[config.mk]
export PLATFORM = sky130hd
export DESIGN_NAME = mem_access_ctrl_flat
export DESIGN_NICKNAME = d
export VERILOG_FILES = /design/src/rtl/mem_access_ctrl_if.sv /design/src/rtl/mem_access_ctrl.sv /design/src/flat_wrapper.sv
export SDC_FILE = /design/constraint.sdc
export NUM_CORES = 1
export LEC_CHECK = 0
export BUFFER_PORTS_ARGS = -buffer_cell sky130_fd_sc_hd__buf_2
export CORE_MARGIN = 5
export CORE_UTILIZATION = 45
export CTS_BUF_LIST = sky130_fd_sc_hd__clkbuf_8
export DETAILED_ROUTE_END_ITERATION = 12
export PLACE_DENSITY = 0.7
export SLEW_MARGIN = 20
export SYNTH_ARGS = -nofsm -noshare
export SYNTH_HDL_FRONTEND = slang
export SYNTH_SLANG_ARGS = --single-unit
[constraint.sdc]
create_clock -name clk -period 18.16 [get_ports clk]
set_input_delay 3.632 -clock clk [delete_from_list [all_inputs] [get_ports clk]]
set_output_delay 3.632 -clock clk [all_outputs]
set_load 0.05 [all_outputs]
[src/rtl/mem_access_ctrl_if.sv]
// Data-memory port bundle between the MEM-stage sequencer and data memory.
// master: drives req/we/addr/wdata/wstrb, receives gnt/rvalid/rdata.
// slave : the memory side of the same single-outstanding req/gnt/rvalid port.
interface mem_access_ctrl_if #(
  parameter int REG_WIDTH = 64
);
  logic                 mem_req;
  logic                 mem_we;
  logic [REG_WIDTH-1:0] mem_addr;
  logic [REG_WIDTH-1:0] mem_wdata;
  logic [7:0]           mem_wstrb;
  logic                 mem_gnt;
  logic                 mem_rvalid;
  logic [REG_WIDTH-1:0] mem_rdata;

  modport master (
    output mem_req, mem_we, mem_addr, mem_wdata, mem_wstrb,
    input  mem_gnt, mem_rvalid, mem_rdata
  );

  modport slave (
    input  mem_req, mem_we, mem_addr, mem_wdata, mem_wstrb,
    output mem_gnt, mem_rvalid, mem_rdata
  );
endinterface

[src/rtl/mem_access_ctrl.sv]
// MEM-stage sequencer: one load/store per instruction over a req/gnt/rvalid port.
// Ports: clk/rst; M_Ctrl_in/addr_in/wdata_in from EX/MEM; stall, load_data,
//        load_valid, misalign, bus_err to the pipeline; mem (master) to data memory.
module mem_access_ctrl #(
  parameter int REG_WIDTH   = 64,
  parameter int M_Ctrl_bits = 5,
  parameter int TIMEOUT     = 255
) (
  input  logic                   clk,
  input  logic                   rst,
  input  logic [M_Ctrl_bits-1:0] M_Ctrl_in,
  input  logic [REG_WIDTH-1:0]   addr_in,
  input  logic [REG_WIDTH-1:0]   wdata_in,
  output logic                   stall,
  output logic [REG_WIDTH-1:0]   load_data,
  output logic                   load_valid,
  output logic                   misalign,
  output logic                   bus_err,
  mem_access_ctrl_if.master      mem
);

  typedef enum logic [1:0] {IDLE, REQ, WAIT, DONE} state_t;

  // Last WAIT-cycle count value before the access is declared dead.
  localparam logic [7:0] TO_LAST = 8'(TIMEOUT - 1);

  state_t state, state_nxt;

  logic       rd, wr, uns;
  logic [1:0] size;
  logic [2:0] lane;
  logic       op_valid;
  logic       timeout;
  logic [7:0] strb;

  logic [1:0] size_q;
  logic       uns_q;
  logic [2:0] lane_q;
  logic       err_q;
  logic [7:0] cnt;

  logic [REG_WIDTH-1:0] shifted;
  logic [REG_WIDTH-1:0] ext;

  assign rd   = M_Ctrl_in[0];
  assign wr   = M_Ctrl_in[1];
  assign size = M_Ctrl_in[3:2];
  assign uns  = M_Ctrl_in[4];
  assign lane = addr_in[2:0];

  always_comb begin
    misalign = 1'b0;
    case (size)
      2'b01:   misalign = lane[0];
      2'b10:   misalign = |lane[1:0];
      2'b11:   misalign = |lane;
      default: misalign = 1'b0;
    endcase
    misalign = misalign & (rd | wr);
  end

  assign op_valid = (rd | wr) & ~misalign;

  always_comb begin
    strb = 8'h00;
    case (size)
      2'b00:   strb = 8'h01 << lane;
      2'b01:   strb = 8'h03 << lane;
      2'b10:   strb = 8'h0F << lane;
      default: strb = 8'hFF;
    endcase
  end

  // rvalid has priority: a response landing on the last allowed cycle is good.
  assign timeout = (state == WAIT) & ~mem.mem_rvalid & (cnt == TO_LAST);

  // Load alignment and extension from the latched lane/size/unsigned fields.
  assign shifted = mem.mem_rdata >> {lane_q, 3'b000};

  always_comb begin
    ext = shifted;
    case (size_q)
      2'b00:   ext = uns_q ? {56'd0, shifted[7:0]}  : {{56{shifted[7]}},  shifted[7:0]};
      2'b01:   ext = uns_q ? {48'd0, shifted[15:0]} : {{48{shifted[15]}}, shifted[15:0]};
      2'b10:   ext = uns_q ? {32'd0, shifted[31:0]} : {{32{shifted[31]}}, shifted[31:0]};
      default: ext = shifted;
    endcase
  end

  // State register
  always_ff @(posedge clk or posedge rst) begin
    if (rst) state <= IDLE;
    else     state <= state_nxt;
  end

  // Next-state logic
  always_comb begin
    state_nxt = state;
    case (state)
      IDLE: if (op_valid) state_nxt = REQ;
      REQ:  if (mem.mem_gnt) state_nxt = WAIT;
      WAIT: if (mem.mem_rvalid || timeout) state_nxt = DONE;
      DONE: state_nxt = IDLE;
      default: state_nxt = IDLE;
    endcase
  end

  // Outputs decoded from state
  always_comb begin
    stall      = (state == REQ) | (state == WAIT) | ((state == IDLE) & op_valid);
    load_valid = (state == DONE) & ~mem.mem_we & ~err_q;
    bus_err    = (state == DONE) & err_q;
  end

  // Request-side registers, timeout counter and load capture.
  always_ff @(posedge clk or posedge rst) begin
    if (rst) begin
      mem.mem_req   <= 1'b0;
      mem.mem_we    <= 1'b0;
      mem.mem_addr  <= '0;
      mem.mem_wdata <= '0;
      mem.mem_wstrb <= 8'h00;
      size_q        <= 2'b00;
      uns_q         <= 1'b0;
      lane_q        <= 3'd0;
      err_q         <= 1'b0;
      cnt           <= 8'd0;
      load_data     <= '0;
    end else begin
      mem.mem_req <= (state_nxt == REQ);
      if (state == IDLE && op_valid) begin
        // Read wins when both mem_read and mem_write are set.
        mem.mem_we    <= wr & ~rd;
        mem.mem_addr  <= {addr_in[REG_WIDTH-1:3], 3'b000};
        mem.mem_wdata <= wdata_in << {lane, 3'b000};
        mem.mem_wstrb <= strb;
        size_q        <= size;
        uns_q         <= uns;
        lane_q        <= lane;
        err_q         <= 1'b0;
      end
      if (state == REQ && mem.mem_gnt) begin
        cnt <= 8'd0;
      end else if (state == WAIT && !mem.mem_rvalid) begin
        cnt <= cnt + 8'd1;
      end
      if (state == WAIT) begin
        if (mem.mem_rvalid) begin
          if (!mem.mem_we) load_data <= ext;
        end else if (timeout) begin
          load_data <= '0;
          err_q     <= 1'b1;
        end
      end
    end
  end

endmodule

[src/flat_wrapper.sv]
// flat-port wrapper written by rule: the top's interface ports become plain ports
module mem_access_ctrl_flat 
#(
  parameter int REG_WIDTH   = 64,
  parameter int M_Ctrl_bits = 5,
  parameter int TIMEOUT     = 255
)
  (clk, rst, M_Ctrl_in, addr_in, wdata_in, stall, load_data, load_valid, misalign, bus_err, mem_mem_req, mem_mem_we, mem_mem_addr, mem_mem_wdata, mem_mem_wstrb, mem_mem_gnt, mem_mem_rvalid, mem_mem_rdata);
  mem_access_ctrl_if #(.REG_WIDTH(REG_WIDTH)) mem_i ();
  input  logic clk;
  input  logic rst;
  input  logic [M_Ctrl_bits-1:0] M_Ctrl_in;
  input  logic [REG_WIDTH-1:0] addr_in;
  input  logic [REG_WIDTH-1:0] wdata_in;
  output logic stall;
  output logic [REG_WIDTH-1:0] load_data;
  output logic load_valid;
  output logic misalign;
  output logic bus_err;
  output wire logic [$bits(mem_i.mem_req)-1:0] mem_mem_req;
  output wire logic [$bits(mem_i.mem_we)-1:0] mem_mem_we;
  output wire logic [$bits(mem_i.mem_addr)-1:0] mem_mem_addr;
  output wire logic [$bits(mem_i.mem_wdata)-1:0] mem_mem_wdata;
  output wire logic [$bits(mem_i.mem_wstrb)-1:0] mem_mem_wstrb;
  input wire logic [$bits(mem_i.mem_gnt)-1:0] mem_mem_gnt;
  input wire logic [$bits(mem_i.mem_rvalid)-1:0] mem_mem_rvalid;
  input wire logic [$bits(mem_i.mem_rdata)-1:0] mem_mem_rdata;
  assign mem_mem_req = mem_i.mem_req;
  assign mem_mem_we = mem_i.mem_we;
  assign mem_mem_addr = mem_i.mem_addr;
  assign mem_mem_wdata = mem_i.mem_wdata;
  assign mem_mem_wstrb = mem_i.mem_wstrb;
  assign mem_i.mem_gnt = mem_mem_gnt;
  assign mem_i.mem_rvalid = mem_mem_rvalid;
  assign mem_i.mem_rdata = mem_mem_rdata;
  mem_access_ctrl #(.REG_WIDTH(REG_WIDTH), .M_Ctrl_bits(M_Ctrl_bits), .TIMEOUT(TIMEOUT)) u_core (.clk(clk), .rst(rst), .M_Ctrl_in(M_Ctrl_in), .addr_in(addr_in), .wdata_in(wdata_in), .stall(stall), .load_data(load_data), .load_valid(load_valid), .misalign(misalign), .bus_err(bus_err), .mem(mem_i));
endmodule
* Word level (Yosys, flattened, before mapping)
Index checks and enable logic that the tools add are counted.
W data, S select, Z words.
** Storage, ports and cells
- Bits in writable memories :: 0
- Bits in latches :: 0
- Word-level logic and storage cells :: 78
- Output and inout port bits :: 206
- Memories :: 0
- ROM bits :: 0
- Flip-flop bits (word level) :: 216
** Operators by class
- Mux-type cells :: 19
- Order comparisons :: 0
- Shifts and indexed selects :: 5
- Reductions and logical operators :: 13
- Multiply operators :: 0
- Equal/unequal tests :: 11
- Div/mod/pow operators :: 0
- Bitwise operators :: 17
- Add/sub/neg operators :: 1
** Operators with widths (count)
- $mux W64 :: 6
- $pmux W64 S3 :: 1
- $shl A64 B6 Y64 :: 1
- $shr A64 B6 Y64 :: 1
- $pmux W8 S3 :: 1
- $mux W8 :: 2
- $eq A2 B2 Y1 const B :: 5
- $and A1 B1 Y1 :: 9
- $add A8 B1 Y8 const B :: 1
- $eq A2 B1 Y1 const B :: 4
- $eq A8 B8 Y1 const B :: 1
- $pmux W2 S4 :: 1
- $shl A1 B3 Y8 const A :: 1
- $shl A2 B3 Y8 const A :: 1
- $shl A4 B3 Y8 const A :: 1
- $logic_not A2 Y1 :: 3
- $mux W2 :: 3
- $not A1 Y1 :: 5
- $mux W1 :: 4
- $reduce_bool A2 Y1 :: 2
- $logic_and A1 B1 Y1 :: 3
- $or A1 B1 Y1 :: 3
- $pmux W1 S3 :: 1
- $reduce_and A3 Y1 :: 1
- other kinds (5) :: 5

* Longest topological paths before layout
Gate-level depths: netlist of run 1.
- Word-level depth :: 10
- Gate-level depth with buffers :: 10
- Mapped depth without buffers :: 7

* Worst setup path after synthesis of run 1
No wires, ideal clock.
- Kind :: input -> output
- From :: in addr_in[0]
- To :: out stall
- Arrival :: 5223 ps
- Stages on the path :: 7
- Slack :: 9305 ps
- Required time :: 14528 ps
- Cells stage by stage :: buf_2 -> nor3_4 -> nor2_1 -> a211o_1 -> clkbuf_1 -> buf_2 -> nand2b_1
** Between the ends
- Word-level cells in the longest chain between the ends :: 7
- Elaborated cells on any way between the ends :: 8
** RTL lines
- from (decl) :: line flat_wrapper.sv:13 : input logic [REG_WIDTH-1:0] addr_in;
- $reduce_or A3 Y1 or $reduce_or A2 Y1 (tied branches) :: line mem_access_ctrl.sv:56, mem_access_ctrl.sv:55
- $pmux W1 S3 (*) :: line mem_access_ctrl.sv:53 : case (size)
- $and A1 B1 Y1 (*) :: line mem_access_ctrl.sv:59 : misalign = misalign & (rd | wr);
- $not A1 Y1 (*) :: line mem_access_ctrl.sv:62 : assign op_valid = (rd | wr) & ~misalign;
- $and A1 B1 Y1 (*) :: line mem_access_ctrl.sv:62
- $and A1 B1 Y1 (*) :: line mem_access_ctrl.sv:110 : stall = (state == REQ) | (state == WAIT) | ((state == IDLE) & op_valid);
- $or A1 B1 Y1 (*) :: line mem_access_ctrl.sv:110
- to (decl) :: line flat_wrapper.sv:15 : output logic stall;
Mark *: on every way between the ends. The rest lies on a longest branch, timed or not.

* Worst setup path after layout of run 1
Ends and elaborated chain as after synthesis.

==> results.md, run 1 <==
- Sequential share of power: 0.266
- NetSw: roughly 0.0017 W
- P&R area growth vs syn: 24.00%
- Worst-path fanout max: between 70 and 80
- GR peak layer: met2
- Number of flops mapped to enable cells by yosys: 0
- Final WS setup: ~9 ns
- Die ar.: 0.03040 mm2
- Worst reg2reg setup slack: approximately 15 ns
- Peak Freq: ~110 MHz
- CTS tree: done
- Clk sinks: between 200 and 250
- M3 GR Usage: 0.07656
- Yosys reg bits: about 220
- FP Rows: 60
- Reg2Reg Capture Point: u_core.load_data[12]
- Global Route Usage Sum: 0.2717
- Post-route setup TNS: 0 ns
- Prevailing post-synth register cell: dfrtp_1
- Unrepaired setup endpoints after global routing: no
- R2R Path Start: u_core.lane_q[0]
- Worst-path clk slew: ~0.06 ns
- Clk_lat worst skew: ~0.54 ns
- Clock share of power: 0.157
- CTS Buffer Depth: 3
- Endpoints failing hold: 0
- H-tree levels: 2
- Die H: between 150 and 200 um
- Syn. warnings: 0
- Core Area: 0.02680 mm2
- Logic pwr share: 0.577
- DP Worst Slack: roughly 8.8 ns
- Crit Path Class: in2out
- Crit path arrival time: around 5.8 ns
- Worst Path Required: around 15 ns
- Worst hold path type: reg2reg
- Yosys cell types: 59
- Crit end category: output pin
- I/O pin count: around 410
- Switch share: 0.5387
- Final WL: between 40000 and 50000 um
- Layout fillers: between 2000 and 3000
- Endpoints failing setup: 0
- Vias post-DR: around 11000
- Met1 usage: 0.3354
- Syn Area/Cell: 9.475 um2
- Fin crit share: 0.5177
- Total CTS buffers: 40
- Outcome: finished clean
- Die Wd: roughly 170 um
- Post-CTS Resized: 0
- Relative slew slack: 0.3139
- Total iterations of the first detailed-routing run: 5
- Residual DRC: 0
- Port Buffers: approximately 400
- Final Net Count: ~1900
- HPWL Detailed: 31290 um
- DR iter-0 viols: about 970
- FF-to-FF path depth: 5
- Asr flop ratio synth: 1.000
- Final setup skew: 0.02877 ns
- Initial Utilization: 0.4536
- Root Driver: clkbuf_8
- Maximum vdd drop: 0.1352 mV
- Largest net degree at the start of global routing: ~110
- Min Tclk post-route: ~9.4 ns
- Hold WS: 0.4655 ns
- Final ANT Viol Nets: 0
- Internal power: roughly 0.0014 W
- Startpoint class of the critical path: primary input
- Hold Buf Count CTS: 0
- Vias per cell: about 5.7
- Mapped Cells: 1283
- Via count of the first global-routing pass: 11349
- Drt wl/cell: between 20 and 25 um
- GR Overflow Total: 0
- Routability Congestion: approximately 0.95
- Leakage: approximately 7.7 nW
- Min-delay src: u_core.mem.mem_wdata[10]
- Layout cells sized above 1: 0.3565
- Syn Std Cell Area: 0.01216 mm2
- Hold Crit Depth: 2
- Global-route met2 utilization: 0.4495
- First-pass GRT wire length: 65490 um
- Initial antenna violation count: 4
- Setup bufs post-CTS: 0
- Power Dens Cells: 204.8 mW/mm2
- Number of max-cap violations: 0
- Worst Max-Slew Pin Slew: between 1 and 1.5 ns
- Hold endpoint: u_core.mem.mem_wdata[10]
- Pins Over Slew Limit: 0
- Sequential share of the synthesized area: 0.4446
worst max path at each step:
| stage | startpoint | to | slack [ns] |
|---|---|---|---|
| 2_1_floorplan | rst | u_core.cnt[0] | 8.62 |
| 3_3_place_gp | addr_in[0] | stall | 8.76 |
| 3_5_place_dp | addr_in[0] | stall | 8.75 |
| 4_1_cts | addr_in[0] | stall | 8.73 |
| 5_1_grt | addr_in[0] | stall | 8.52 |
| 6_report | addr_in[0] | stall | 8.76 |
cell families (layout without fill, tap and decap cells):
logic type | Yosys count | in the layout | synth area share
simple gates | 529 | 529 | 0.1771
compound gates | 267 | 267 | 0.1543
flops | 216 | 216 | 0.4446
mux | 134 | 134 | 0.1583
buf+inv | 117 | 504 | 0.04734
fa+ha+maj | 14 | 14 | 0.01441
xor+xnor | 5 | 5 | 0.003602
other cells | 1 | 5 | 0.0003085
stage by stage:
stage | cells | total power [W] | util | instance area [um2]
floorplan | 1285 | 0.002153 | - | 12160
global placement | 1939 | 0.002588 | 0.5307 | 14220
detailed placement | 1939 | 0.002610 | 0.5307 | 14220
CTS | 2013 | 0.003105 | 0.5620 | 15060
global route | 2013 | 0.003254 | 0.5623 | 15070
finish | 2015 | 0.003088 | 0.5625 | 15070
final cells by class:
| cell class | instances | area, um2 | share of cell area |
|---|---|---|---|
| multi-input combinational | 952 | 6216 | 0.4123 |
| sequential | 216 | 5408 | 0.3587 |
| timing repair buffer | 416 | 2121 | 0.1407 |
| clock buffer | 52 | 715.7 | 0.04748 |
| tap | 341 | 426.7 | 0.02830 |
| clock inverter | 22 | 122.6 | 0.008134 |
| inverter | 14 | 60.06 | 0.003984 |
| antenna | 2 | 5.005 | 0.0003320 |
placed cells by master (no fill, tap or decap), drive strengths merged, types with 9 or more instances in the layout:
master,n
a21oi,61
mux2i,64
nand2,342
o21ai,75
mux2,26
dfrtp,216
nand3,11
ha,14
buf,416
mux4,44
and2,9
nor2,117
nor3,15
o211ai,10
o22ai,10
o31ai,16
clkbuf,52
inv,28
nor2b,9
a31oi,16
o21a,9
a221o,16
a221oi,12
cell usage after synthesis, types with 24 or more instances:
cell | count | area (um2)
nand2_1 | 342 | 1284
dfrtp_1 | 216 | 5405
nor2_1 | 117 | 439.2
mux2i_1 | 64 | 640.6
a21oi_1 | 60 | 300.3
clkbuf_1 | 44 | 165.2
mux4_2 | 44 | 991.0
o21ai_0 | 44 | 220.2
buf_2 | 34 | 170.2
o21ai_2 | 30 | 262.8
mux2_2 | 24 | 270.3
registers in the layout (all words and copies together), names as in the netlist, 2 cells and up:
signal                count
u_core.load_data         64
u_core.mem.mem_wdata     64
u_core.mem.mem_addr      61
u_core.cnt                8
u_core.mem.mem_wstrb      8
u_core.lane_q             3
u_core.size_q             2
u_core.state              2
worst max-delay path, stage by stage:
cell      delay, ns
buf_4          0.76
nor3_4         0.20
nor2_1         0.34
a211o_4        0.50
nand2b_1       0.09
buf_2          0.22
layer usage:
metal / share of wire / wire length, um / up-vias
li1: - / - / 5217
met1: 0.38 / 16310 / 5500
met2: 0.48 / 20650 / 594
met3: 0.094 / 4015 / 96
met4: 0.042 / 1785 / 4
met5: 0.00058 / 25 / -
power by group through the flow:
stage	clock network (W)	registers, W	logic [W]
after floorplan	0	0.00150	0.000650
after global placement	0	0.000820	0.00177
after detailed placement	0	0.000823	0.00179
after CTS	0.000498	0.000820	0.00179
after global routing	0.000519	0.000848	0.00189
final	0.000486	0.000822	0.00178
Power figures use the tool's default switching activity.
==> inputs of run 2 (changes only) <==
--- a/config.mk
+++ b/config.mk
@@ -5,6 +5,7 @@
 export SDC_FILE = /design/constraint.sdc
 export NUM_CORES = 1
 export LEC_CHECK = 0
+export ABC_AREA = 1
 export BUFFER_PORTS_ARGS = -buffer_cell sky130_fd_sc_hd__buf_2
 export CORE_MARGIN = 5
 export CORE_UTILIZATION = 45
==> constraint.sdc (replaced) <==
create_clock -name clk -period 8.8 [get_ports clk]
set_input_delay 1.76 -clock clk [delete_from_list [all_inputs] [get_ports clk]]
set_output_delay 1.76 -clock clk [all_outputs]
set_load 0.05 [all_outputs]
==> run 2 against run 1 <==
- cell area fell by 1.4%
- total power grew 100%
- count of clock-buffer cells in the layout shrank 3
- sequential power is 100% higher
- critical path type unchanged
- wire length increased by 4.7%
- synthesized area grew 0.26%
- cell count is 21% higher
- clock power increased by 100%
- non-clock buffer count fell by 3
- highest routed layer unchanged
- first-iteration DRC count rose by 48%
- setup slack lost 6.4 ns
==> results.md, run 2 <==
- Most frequent cells in the layout: nand2_1, buf_2, dfrtp_1
- Final WL: 44790 um (+4.7%)
- GR Overflow Total: 0 (unchanged)
- Largest cells by area after synthesis: dfrtp_1, nand2_1, o21ai_0
- Vias post-DR: 12850 (+13%)
- Number of flops mapped to enable cells by yosys: 0 (unchanged)
- Worst-path clk slew: 0.06 ns (about the same)
- Residual DRC: 0 (unchanged)
- Worst Max-Slew Pin Slew: 1.116 ns (+0.08648 ns)
- Asr flop ratio synth: 1.000 (unchanged)
- Final setup skew: 0.02649 ns (-0.002276 ns)
- Die H: 174.6 um (+0.12%)
- CTS Buffer Depth: 3 (unchanged)
- Endpoints failing hold: 0 (unchanged)
- Worst-path fanout max: 58 (-19%)
- Endpoints failing setup: 0 (unchanged)
- Global Route Usage Sum: 0.2822 (+0.01045)
- Die ar.: 0.03048 mm2 (+0.25%)
- Vias per cell: 5.288 (-6.6%)
- Clk sinks: 216 (unchanged)
- Port Buffers: 403 (unchanged)
- Largest net degree at the start of global routing: 109 (+0.93%)
- Initial Utilization: 0.4548 (+0.001167)
- Unrepaired setup endpoints after global routing: no
- Most common cell after layout, fill and taps aside: nand2_1
- Worst hold path type: reg2reg
- DR iter-0 viols: 1430 (+48%)
- Core Area: 0.02680 mm2 (unchanged)
- Routability Congestion: 0.9523 (+0.46%)
- Syn Area/Cell: 7.074 um2 (-25%)
- HPWL Detailed: 32530 um (+4.0%)
- Post-route setup TNS: 0 ns (unchanged)
- Crit Path Class: in2out
- Syn Std Cell Area: 0.01219 mm2 (+0.26%)
- Startpoint class of the critical path: primary input
- Root Driver: clkbuf_8
- Footprint of the multi-input gates: 0.005828 mm2 (-6.2%)
- Maximum vdd drop: 0.2072 mV (+53%)
- Commonest cells post-synth: nand2_1, dfrtp_1, o21ai_0
- Yosys reg bits: 216 (unchanged)
- FP Rows: 60 (unchanged)
- Peak Freq: 155.0 MHz
- Share of the synthesized area in the top cell type: 0.4435 (-0.001141)
- Hold Buf Count CTS: 0 (unchanged)
- Yosys top cell by area: dfrtp_1
- Total CTS buffers: 39 (-2.5%)
- Largest regs: u_core.load_data: 64 flops, u_core.mem.mem_wdata: 64 flops, u_core.mem.mem_addr: 61 flops
- Yosys cell types: 37 (-37%)
- Crit end category: output pin
- Syn. warnings: 0 (unchanged)
- Storage cell area: 0.005405 mm2 (about the same)
- H-tree levels: 2 (unchanged)
- Post-CTS Resized: 0 (unchanged)
- P&R area growth vs syn: 21.99%
- Final ANT Viol Nets: 0 (unchanged)
- Fin crit share: 0.7332
- Worst Path Required: 7.04 ns (-7.49 ns)
- Total iterations of the first detailed-routing run: 6 (+1)
- Pins Over Slew Limit: 0 (unchanged)
- Power Dens Cells: 416.1 mW/mm2 (+100%)
- Clk_lat worst skew: 0.54 ns (about the same)
- Setup bufs post-CTS: 0 (unchanged)
- Relative slew slack: 0.2555 (-0.05847)
- Drt wl/cell: 18.43 um (-13%)
- Outcome: finished clean
- I/O pin count: 407 (unchanged)
- Sequential share of the synthesized area: 0.4435 (-0.001141)
- Via count of the first global-routing pass: 12508 (+10%)
- Hold WS: 0.4646 ns (-0.0008790 ns)
- Layout fillers: 2696 (+7.8%)
- Initial antenna violation count: 4 (unchanged)
- First-pass GRT wire length: 69110 um (+5.5%)
- Min Tclk post-route: 6.452 ns
- Layout cells sized above 1: 0.2425 (-0.1140)
- Leakage: 8.554 nW (+11%)
- Mapped Cells: 1723 (+34%)
- Prevailing post-synth register cell: dfrtp_1
- Number of max-cap violations: 0 (unchanged)
- Crit path arrival time: 4.69 ns (-1.08 ns)
- CTS tree: done
- Final Net Count: 2275 (+23%)
- Die Wd: 174.6 um (+0.12%)
- Most frequent cell after synthesis: nand2_1
-- run 2: final cells by class --
type,instances,area share
multi-input combinational,1314,0.3920
sequential,216,0.3635
timing repair buffer,413,0.1407
clock buffer,49,0.04536
tap,341,0.02870
inverter,76,0.02011
clock inverter,19,0.009257
antenna,2,0.0003366
-- run 2: report_power, final --
| group | switching, W | internal [W] |
|---|---|---|
| logic | 0.00278 | 0.000765 |
| clock network | 0.000434 | 0.000560 |
| registers | 0.000249 | 0.00140 |
-- run 2: logic make-up (layout without fill, tap and decap cells) --
logic type	after synthesis	count (layout)	share of synthesized area
buffers and inverters	195	557	0.07895
flip-flops	216	216	0.4435
adder cells (fa/ha/maj)	14	14	0.01437
multiplexers	6	6	0.004928
other	1	5	0.0003077
AND/OR/NAND/NOR	1027	1027	0.3390
AO/OA/AOI/OAI	264	264	0.1190
-- run 2: path summary, 6_finish.rpt --
path                                   startpoint  slack [ns]  cells after the start                       end
setup / recovery                       addr_in[2]        2.35                     10                     stall
setup reg to reg                 u_core.lane_q[0]        5.65                     12      u_core.load_data[47]
max in group asynchronous                     rst        6.11                      3  u_core.mem.mem_wdata[54]
min in group asynchronous                     rst        1.28                      2   u_core.mem.mem_addr[27]
hold reg to reg            u_core.mem.mem_addr[4]        0.46                      2    u_core.mem.mem_addr[4]
hold / removal             u_core.mem.mem_addr[4]        0.46                      2    u_core.mem.mem_addr[4]
-- run 2: layer usage --
metal,global-route usage,routed length [um],share of wire,vias to the layer above
met5,0,21,0.00047,-
li1,-,-,-,6181
met2,0.4809,21780,0.49,617
met4,0.09624,1634,0.036,4
met1,0.3599,17760,0.40,5936
met3,0.05777,3588,0.080,112
-- run 2: critical path: stages --
cell and delay, ns:
buf_2 0.45, clkinv_1 1.00, nand2_1 0.37, inv_2 0.05
nor2_1 0.11, o21ai_2 0.10, nand2_2 0.14, nor2_8 0.15
or2_2 0.32, buf_2 0.21
-- run 2: through the flow --
step | std cells | worst slack (ns) | utilization | area (um2) | total power (W)
global route | 2429 | 2.133 | 0.5547 | 14870 | 0.006574
global placement | 2360 | 2.459 | 0.5242 | 14050 | 0.005153
finish | 2430 | 2.348 | 0.5548 | 14870 | 0.006187
CTS | 2428 | 2.425 | 0.5545 | 14860 | 0.006208
floorplan | 1725 | 1.132 | - | 12200 | 0.004355
detailed placement | 2360 | 2.420 | 0.5242 | 14050 | 0.005195
